File: config.mk
export PLATFORM = sky130hd
export DESIGN_NAME = pipe_ctrl
export DESIGN_NICKNAME = d
export VERILOG_FILES = /design/src/rtl/pipe_ctrl_pkg.sv /design/src/rtl/pipe_ctrl_decode.sv /design/src/rtl/pipe_ctrl.sv
export SDC_FILE = /design/constraint.sdc
export NUM_CORES = 1
export LEC_CHECK = 0
export ABC_AREA = 1
export BUFFER_PORTS_ARGS = -buffer_cell sky130_fd_sc_hd__buf_2
export CORE_ASPECT_RATIO = 0.9
export CORE_MARGIN = 2
export CORE_UTILIZATION = 36
export DETAILED_ROUTE_END_ITERATION = 10
export MAX_ROUTING_LAYER = met4
export PLACE_DENSITY = 0.57
export SETUP_SLACK_MARGIN = 0.4
export SYNTH_ARGS = -nofsm -noshare
export SYNTH_HDL_FRONTEND = slang
export SYNTH_HIERARCHICAL = 1
export SYNTH_SLANG_ARGS = --single-unit
export TNS_END_PERCENT = 5
File: constraint.sdc
create_clock -name clk -period 1.9 [get_ports clk]
set_input_delay 0.475 -clock clk [delete_from_list [all_inputs] [get_ports clk]]
set_output_delay 0.475 -clock clk [all_outputs]
set_load 0.01 [all_outputs]
File: src/rtl/pipe_ctrl_pkg.sv
// Shared definitions for the pipelined control unit: opcodes, forwarding
// select encoding and the per-instruction control bundle.
package pipe_ctrl_pkg;

  // Opcode values as seen in the ID-stage opcode field
  localparam int unsigned OP_ADD = 32'd0;
  localparam int unsigned OP_SUB = 32'd1;
  localparam int unsigned OP_AND = 32'd2;
  localparam int unsigned OP_XOR = 32'd3;
  localparam int unsigned OP_COM = 32'd4;
  localparam int unsigned OP_MUL = 32'd5;
  localparam int unsigned OP_SLL = 32'd6;
  localparam int unsigned OP_SRL = 32'd7;
  localparam int unsigned OP_LW  = 32'd8;
  localparam int unsigned OP_SW  = 32'd9;
  localparam int unsigned OP_BEQ = 32'd10;

  // EX operand source select
  typedef enum logic [1:0] {
    FWD_RF  = 2'd0,
    FWD_MEM = 2'd1,
    FWD_WB  = 2'd2
  } fwd_e;

  // Control bundle; aluop is carried beside it because it is the opcode
  // itself and its width follows the module's OPW parameter.
  typedef struct packed {
    logic wen;
    logic alusrc;
    logic branch;
    logic memtoreg;
    logic dmem_read;
    logic dmem_write;
    logic regdst;
  } ctrl_t;

endpackage

File: src/rtl/pipe_ctrl_decode.sv
// Combinational opcode decoder: control bundle plus legal / src2-used flags.
module ctrl_decode
  import pipe_ctrl_pkg::*;
#(
  parameter int unsigned OPW = 4
) (
  input  logic [OPW-1:0] i_op,
  output ctrl_t          o_ctrl,
  output logic           o_legal,
  output logic           o_src2_used
);

  logic [31:0] w_op;
  assign w_op = 32'(i_op);

  // Opcode table; undefined opcodes yield an all-zero bundle and legal=0
  always_comb begin
    o_ctrl      = '0;
    o_legal     = 1'b1;
    o_src2_used = 1'b0;
    case (w_op)
      OP_ADD, OP_SUB, OP_AND, OP_XOR, OP_COM, OP_MUL: begin
        o_ctrl.wen      = 1'b1;
        o_ctrl.memtoreg = 1'b1;
        o_src2_used     = 1'b1;
      end
      OP_SLL, OP_SRL: begin
        o_ctrl.wen      = 1'b1;
        o_ctrl.alusrc   = 1'b1;
        o_ctrl.memtoreg = 1'b1;
      end
      OP_LW: begin
        o_ctrl.wen       = 1'b1;
        o_ctrl.alusrc    = 1'b1;
        o_ctrl.dmem_read = 1'b1;
      end
      OP_SW: begin
        o_ctrl.alusrc     = 1'b1;
        o_ctrl.dmem_write = 1'b1;
        o_ctrl.regdst     = 1'b1;
        o_src2_used       = 1'b1;
      end
      OP_BEQ: begin
        o_ctrl.branch = 1'b1;
        o_ctrl.regdst = 1'b1;
        o_src2_used   = 1'b1;
      end
      default: o_legal = 1'b0;
    endcase
  end

endmodule

File: src/rtl/pipe_ctrl.sv
// Pipelined control unit: decode, ID/EX-EX/MEM-MEM/WB control registers,
// load-use stall, taken-branch flush and EX operand forwarding.
module pipe_ctrl
  import pipe_ctrl_pkg::*;
#(
  parameter int unsigned OPW = 4,
  parameter int unsigned RAW = 4
) (
  input  logic           clk,
  input  logic           rst,
  input  logic           id_valid,
  input  logic [OPW-1:0] id_op,
  input  logic [RAW-1:0] id_src1,
  input  logic [RAW-1:0] id_src2,
  input  logic [RAW-1:0] id_dst,
  input  logic           ex_zero,
  output logic           stall,
  output logic           flush,
  output logic [OPW-1:0] ex_aluop,
  output logic           ex_alusrc,
  output logic           ex_regdst,
  output logic [1:0]     fwd_a,
  output logic [1:0]     fwd_b,
  output logic           mem_dmem_read,
  output logic           mem_dmem_write,
  output logic           wb_wen,
  output logic           wb_memtoreg,
  output logic [RAW-1:0] wb_dst,
  output logic           illegal
);

  ctrl_t          w_id_ctrl;
  logic           w_id_legal;
  logic           w_id_src2_used;

  // ID/EX register
  logic           r_ex_valid;
  ctrl_t          r_ex_ctrl;
  logic [OPW-1:0] r_ex_aluop;
  logic [RAW-1:0] r_ex_dst;
  logic [RAW-1:0] r_ex_src1;
  logic [RAW-1:0] r_ex_src2;

  // EX/MEM register (only the fields still needed downstream)
  logic           r_mem_valid;
  logic           r_mem_wen;
  logic           r_mem_memtoreg;
  logic           r_mem_dmem_read;
  logic           r_mem_dmem_write;
  logic [RAW-1:0] r_mem_dst;

  // MEM/WB register
  logic           r_wb_valid;
  logic           r_wb_wen;
  logic           r_wb_memtoreg;
  logic [RAW-1:0] r_wb_dst;

  logic           r_illegal;

  logic           w_ex_load;
  logic           w_src_hit;
  logic           w_stall;
  logic           w_flush;
  logic           w_bubble;

  ctrl_decode #(.OPW(OPW)) u_decode (
    .i_op        (id_op),
    .o_ctrl      (w_id_ctrl),
    .o_legal     (w_id_legal),
    .o_src2_used (w_id_src2_used)
  );

  // Hazard detection; flush wins over stall
  assign w_ex_load = r_ex_valid & r_ex_ctrl.dmem_read;
  assign w_src_hit = (r_ex_dst == id_src1) |
                     (w_id_src2_used & (r_ex_dst == id_src2));
  assign w_flush   = r_ex_valid & r_ex_ctrl.branch & ex_zero;
  assign w_stall   = w_ex_load & id_valid & w_id_legal & w_src_hit & ~w_flush;
  assign w_bubble  = ~id_valid | ~w_id_legal | w_stall | w_flush;

  assign stall = w_stall;
  assign flush = w_flush;

  // Forward select for EX src1; a load in EX/MEM (memtoreg=0) never forwards
  always_comb begin
    fwd_a = FWD_RF;
    if (r_ex_valid) begin
      if (r_mem_valid & r_mem_wen & r_mem_memtoreg & (r_mem_dst == r_ex_src1))
        fwd_a = FWD_MEM;
      else if (r_wb_valid & r_wb_wen & (r_wb_dst == r_ex_src1))
        fwd_a = FWD_WB;
    end
  end

  // Forward select for EX src2, same rules as src1
  always_comb begin
    fwd_b = FWD_RF;
    if (r_ex_valid) begin
      if (r_mem_valid & r_mem_wen & r_mem_memtoreg & (r_mem_dst == r_ex_src2))
        fwd_b = FWD_MEM;
      else if (r_wb_valid & r_wb_wen & (r_wb_dst == r_ex_src2))
        fwd_b = FWD_WB;
    end
  end

  // ID/EX: load decoded instruction, or a fully zeroed bubble
  always_ff @(posedge clk) begin
    if (rst || w_bubble) begin
      r_ex_valid <= 1'b0;
      r_ex_ctrl  <= '0;
      r_ex_aluop <= '0;
      r_ex_dst   <= '0;
      r_ex_src1  <= '0;
      r_ex_src2  <= '0;
    end else begin
      r_ex_valid <= 1'b1;
      r_ex_ctrl  <= w_id_ctrl;
      r_ex_aluop <= id_op;
      r_ex_dst   <= id_dst;
      r_ex_src1  <= id_src1;
      r_ex_src2  <= id_src2;
    end
  end

  // EX/MEM: always advances
  always_ff @(posedge clk) begin
    if (rst) begin
      r_mem_valid      <= 1'b0;
      r_mem_wen        <= 1'b0;
      r_mem_memtoreg   <= 1'b0;
      r_mem_dmem_read  <= 1'b0;
      r_mem_dmem_write <= 1'b0;
      r_mem_dst        <= '0;
    end else begin
      r_mem_valid      <= r_ex_valid;
      r_mem_wen        <= r_ex_ctrl.wen;
      r_mem_memtoreg   <= r_ex_ctrl.memtoreg;
      r_mem_dmem_read  <= r_ex_ctrl.dmem_read;
      r_mem_dmem_write <= r_ex_ctrl.dmem_write;
      r_mem_dst        <= r_ex_dst;
    end
  end

  // MEM/WB: always advances
  always_ff @(posedge clk) begin
    if (rst) begin
      r_wb_valid    <= 1'b0;
      r_wb_wen      <= 1'b0;
      r_wb_memtoreg <= 1'b0;
      r_wb_dst      <= '0;
    end else begin
      r_wb_valid    <= r_mem_valid;
      r_wb_wen      <= r_mem_wen;
      r_wb_memtoreg <= r_mem_memtoreg;
      r_wb_dst      <= r_mem_dst;
    end
  end

  // Sticky flag for any undefined opcode presented in ID
  always_ff @(posedge clk) begin
    if (rst) r_illegal <= 1'b0;
    else     r_illegal <= r_illegal | (id_valid & ~w_id_legal);
  end

  // Bubbles carry zero controls, so stage outputs come straight from the registers
  assign ex_aluop       = r_ex_aluop;
  assign ex_alusrc      = r_ex_ctrl.alusrc;
  assign ex_regdst      = r_ex_ctrl.regdst;
  assign mem_dmem_read  = r_mem_dmem_read;
  assign mem_dmem_write = r_mem_dmem_write;
  assign wb_wen         = r_wb_wen;
  assign wb_memtoreg    = r_wb_memtoreg;
  assign wb_dst         = r_wb_dst;
  assign illegal        = r_illegal;

endmodule

==> reports/metrics.csv <==
metric,value,unit
grt_use_total,0.139,
die_h,68.1,um
total_power,1.65,mW
multiInputGateArea,646,um^2
power.share.combinational,0.101,
r2r-start,r_ex_dst[0],
grtUsageMet1,0.179,
place_area,0.00193,mm^2
clockPowerShare,0.354,
ctsHoldBuffers,0,
first_pass_iters,4,
dpl.hpwl,2360,um
tightest_slew,0.346,ns
fin_setup_tns,0,ns
clk_latency,0.29,ns
hold_end,r_ex_dst[2],
setup_slack,0.0704,ns
crit_path_start_kind,flop,
yosysTopAreaCellShare,0.499,
synth_edf_count,0,
drv_cap,0,
ff_latch_area,830,um^2
area_delta_synth_final,33.4,%
cts_buffers,5,
ant_nets,0,
p_int,1.25,mW
crit_required,1.42,ns
final_hold_viol_count,0,
clkSinkCount,41,
mappedNetlistNets,238,
grt.busiest_layer,met2,
met3_usage,0.0486,
ff2ff_path_depth,11,
die_w,75.3,um
drcViolationCount,0,
routedWlPerCell,9.55,um
core,0.00443,mm^2
use_met2,0.209,
drt_wl_total,3230,um
ir_drop,0.526,mV
p_sw,395,uW
arrival,1.35,ns
grt_setup_unrepaired,true,
fin_nets,295,
gp_congestion,0.807,
fin_area,0.00219,mm^2
r2r_end,ex_regdst,
grt_pass1_vias,1193,
port_buffers,40,
ys.flop_type,dfxtp_1,
yosys-top-cells-count,"nor2_1, inv_1, dfxtp_1",
critical-path-top-delay-family,simple AND/OR/NAND/NOR gates,
synth-seq-area-share,0.499,
synth_area_leaders,"dfxtp_1, nor2_1, inv_1",
synth_area,0.00165,mm^2
path_max_fanout,2,
min-delay-start,id_dst[2],
crit_slowest_cell,dfxtp_2,
grt_max_degree,22,
period_needed,1.83,ns
dp_slack,-0.0169,ns
grt-ovfl-total,0,
clock_skew,0.00499,ns
outcome,finished clean,
reg2reg_slack,0.50,ns
fillers,462,
cts_tree,yes,
routed-via-count,1353,
antenna_cells,0,
min_path_type,input port to flop,
cts_max_level,2,
synth.distinct_cells,22,
initial_utilization,0.371,
fmax,547,MHz
ys_seq_elements,41,
slew_violations,0,
drtIter0Drc,39,
clk_path_buf_depth,2,
yosys.area.top_type,dfxtp_1,
synth_warnings,6,
setup_viol,0,
maxSlewHeadroom,0.769,
pwr-share-seq,0.546,
slowest_delay,0.33,ns
antenna_found_initial,0,
pin_count,41,
num_rows,23,
power.density_cell_area,751,mW/mm^2
synthArstFlopShare,0,
die_area,0.00513,mm^2
syn_inst,218,
worstPathBufferInverterCount,1,
path_cells,"xor2_1, nor3b_2, nand3_1, nor2b_1, buf_2",
syn_area_per_cell,7.55,um^2
grt_pass1_wl,5150,um
clk_pin_slew,0.08,ns
routed_via_density,4.00,
synth.most_common_cell,nor2_1,
swShare,0.239,
p_leak,1.16,nW
fin_util,0.495,
worst-setup-path-type,flop to output port,
drive_above_1_share,0.315,
hold_depth,3,
cts_root_buffer,clkbuf_8,
fin_crit_sh,0.963,
crit_path_end_kind,output port,
[worst reg2reg max path, stage by stage, from the launching register on]
cell and delay, ns:
dfxtp_1 0.35, inv_1 0.08, nand2_1 0.07, nand3_1 0.07
nor2_1 0.11, nand2_1 0.06, nand2_1 0.07, nand2_2 0.06
buf_4 0.14, nand2_4 0.06, buf_12 0.15, nor2_1 0.06
[cells in the final DEF, fill, tap and decap left out]
cell      count
inv_4         1
nand2_2       4
nor4_2        1
nand2_4       1
o21a_1        1
buf_6         3
buf_2        34
nor2b_1       1
inv_1        47
xor2_1        8
nand2_1      26
and3_4        1
clkbuf_8      6
xnor2_1       9
nor2_4        1
dfxtp_2       4
nand3_1       4
dfxtp_4       1
nor3b_2       1
buf_4        15
o21ai_1       2
nand3_2       1
clkinv_4      1
buf_12        1
nand4_1       2
inv_2         3
o21ai_0       1
nor3_1        2
a21oi_1       1
clkinv_2      1
nor2_2        4
buf_8         1
nor2_1       49
nor3_2        2
dfxtp_1      36
[stage by stage]
step,hold WS (ns),cells
floorplan,0.388,218
global placement,0.392,319
detailed placement,0.396,319
CTS,0.384,337
global route,0.392,338
finish,0.394,338
[flip-flops by register name (all words and copies together), names as in the netlist]
signal / cells
ex_alusrc: 1
r_ex_src1: 4
mem_dmem_write: 1
r_ex_valid: 1
r_ex_dst: 4
r_wb_valid: 1
r_mem_memtoreg: 1
r_mem_valid: 1
ex_aluop: 4
wb_memtoreg: 1
wb_dst: 4
r_mem_dst: 4
r_ex_src2: 4
mem_dmem_read: 1
illegal: 1
r_ex_ctrl: 5
r_mem_wen: 1
ex_regdst: 1
wb_wen: 1
[power by group through the flow]
| stage | logic [mW] | clock network, mW | registers [mW] |
|---|---|---|---|
| global route | 0.189 | 0.631 | 0.903 |
| floorplan | 0.0899 | 0 | 0.921 |
| finish | 0.166 | 0.583 | 0.900 |
| global placement | 0.144 | 0 | 0.920 |
| CTS | 0.157 | 0.601 | 0.900 |
| detailed placement | 0.146 | 0 | 0.920 |
[final cells by class]
class	instances	share of cell area
well taps	62	0.0353
clock buffers	6	0.0376
clock inverters	2	0.00627
flip-flops and latches	41	0.378
repair buffers	54	0.160
multi-input cells	122	0.294
inverters	51	0.0884
[worst max-delay path by stage]
stage                            start  cells past startpoint  slack [ns]       end
after global placement        id_op[1]                     11        0.01     stall
after detailed placement      id_op[1]                      9       -0.02     stall
final                     r_mem_dst[1]                      5        0.07  fwd_a[1]
after CTS                 r_mem_dst[1]                      5        0.04  fwd_a[1]
after global routing          id_op[3]                     12       -0.03     stall
after floorplan               id_op[1]                      7        0.29     stall
[layer usage]
metal	wire, um	up-vias
met2	1480	37
met1	1540	574
met3	162	4
met5	0	-
li1	-	738
met4	46	0
[cell families (layout without fill, tap and decap cells)]
family,after synthesis,after routing,synth area share
compound gates,5,5,0.0167
xor+xnor,17,17,0.0905
buf+inv,55,113,0.141
flops,41,41,0.499
simple gates,100,100,0.253
[what timing repair did]
item,in CTS,in global routing
gates cloned,0,0
setup endpoints to repair,27,30
resized for setup,6,24
setup buffers,10,1
pin swaps,5,14
No activity file was read; power rests on OpenSTA's default activity.
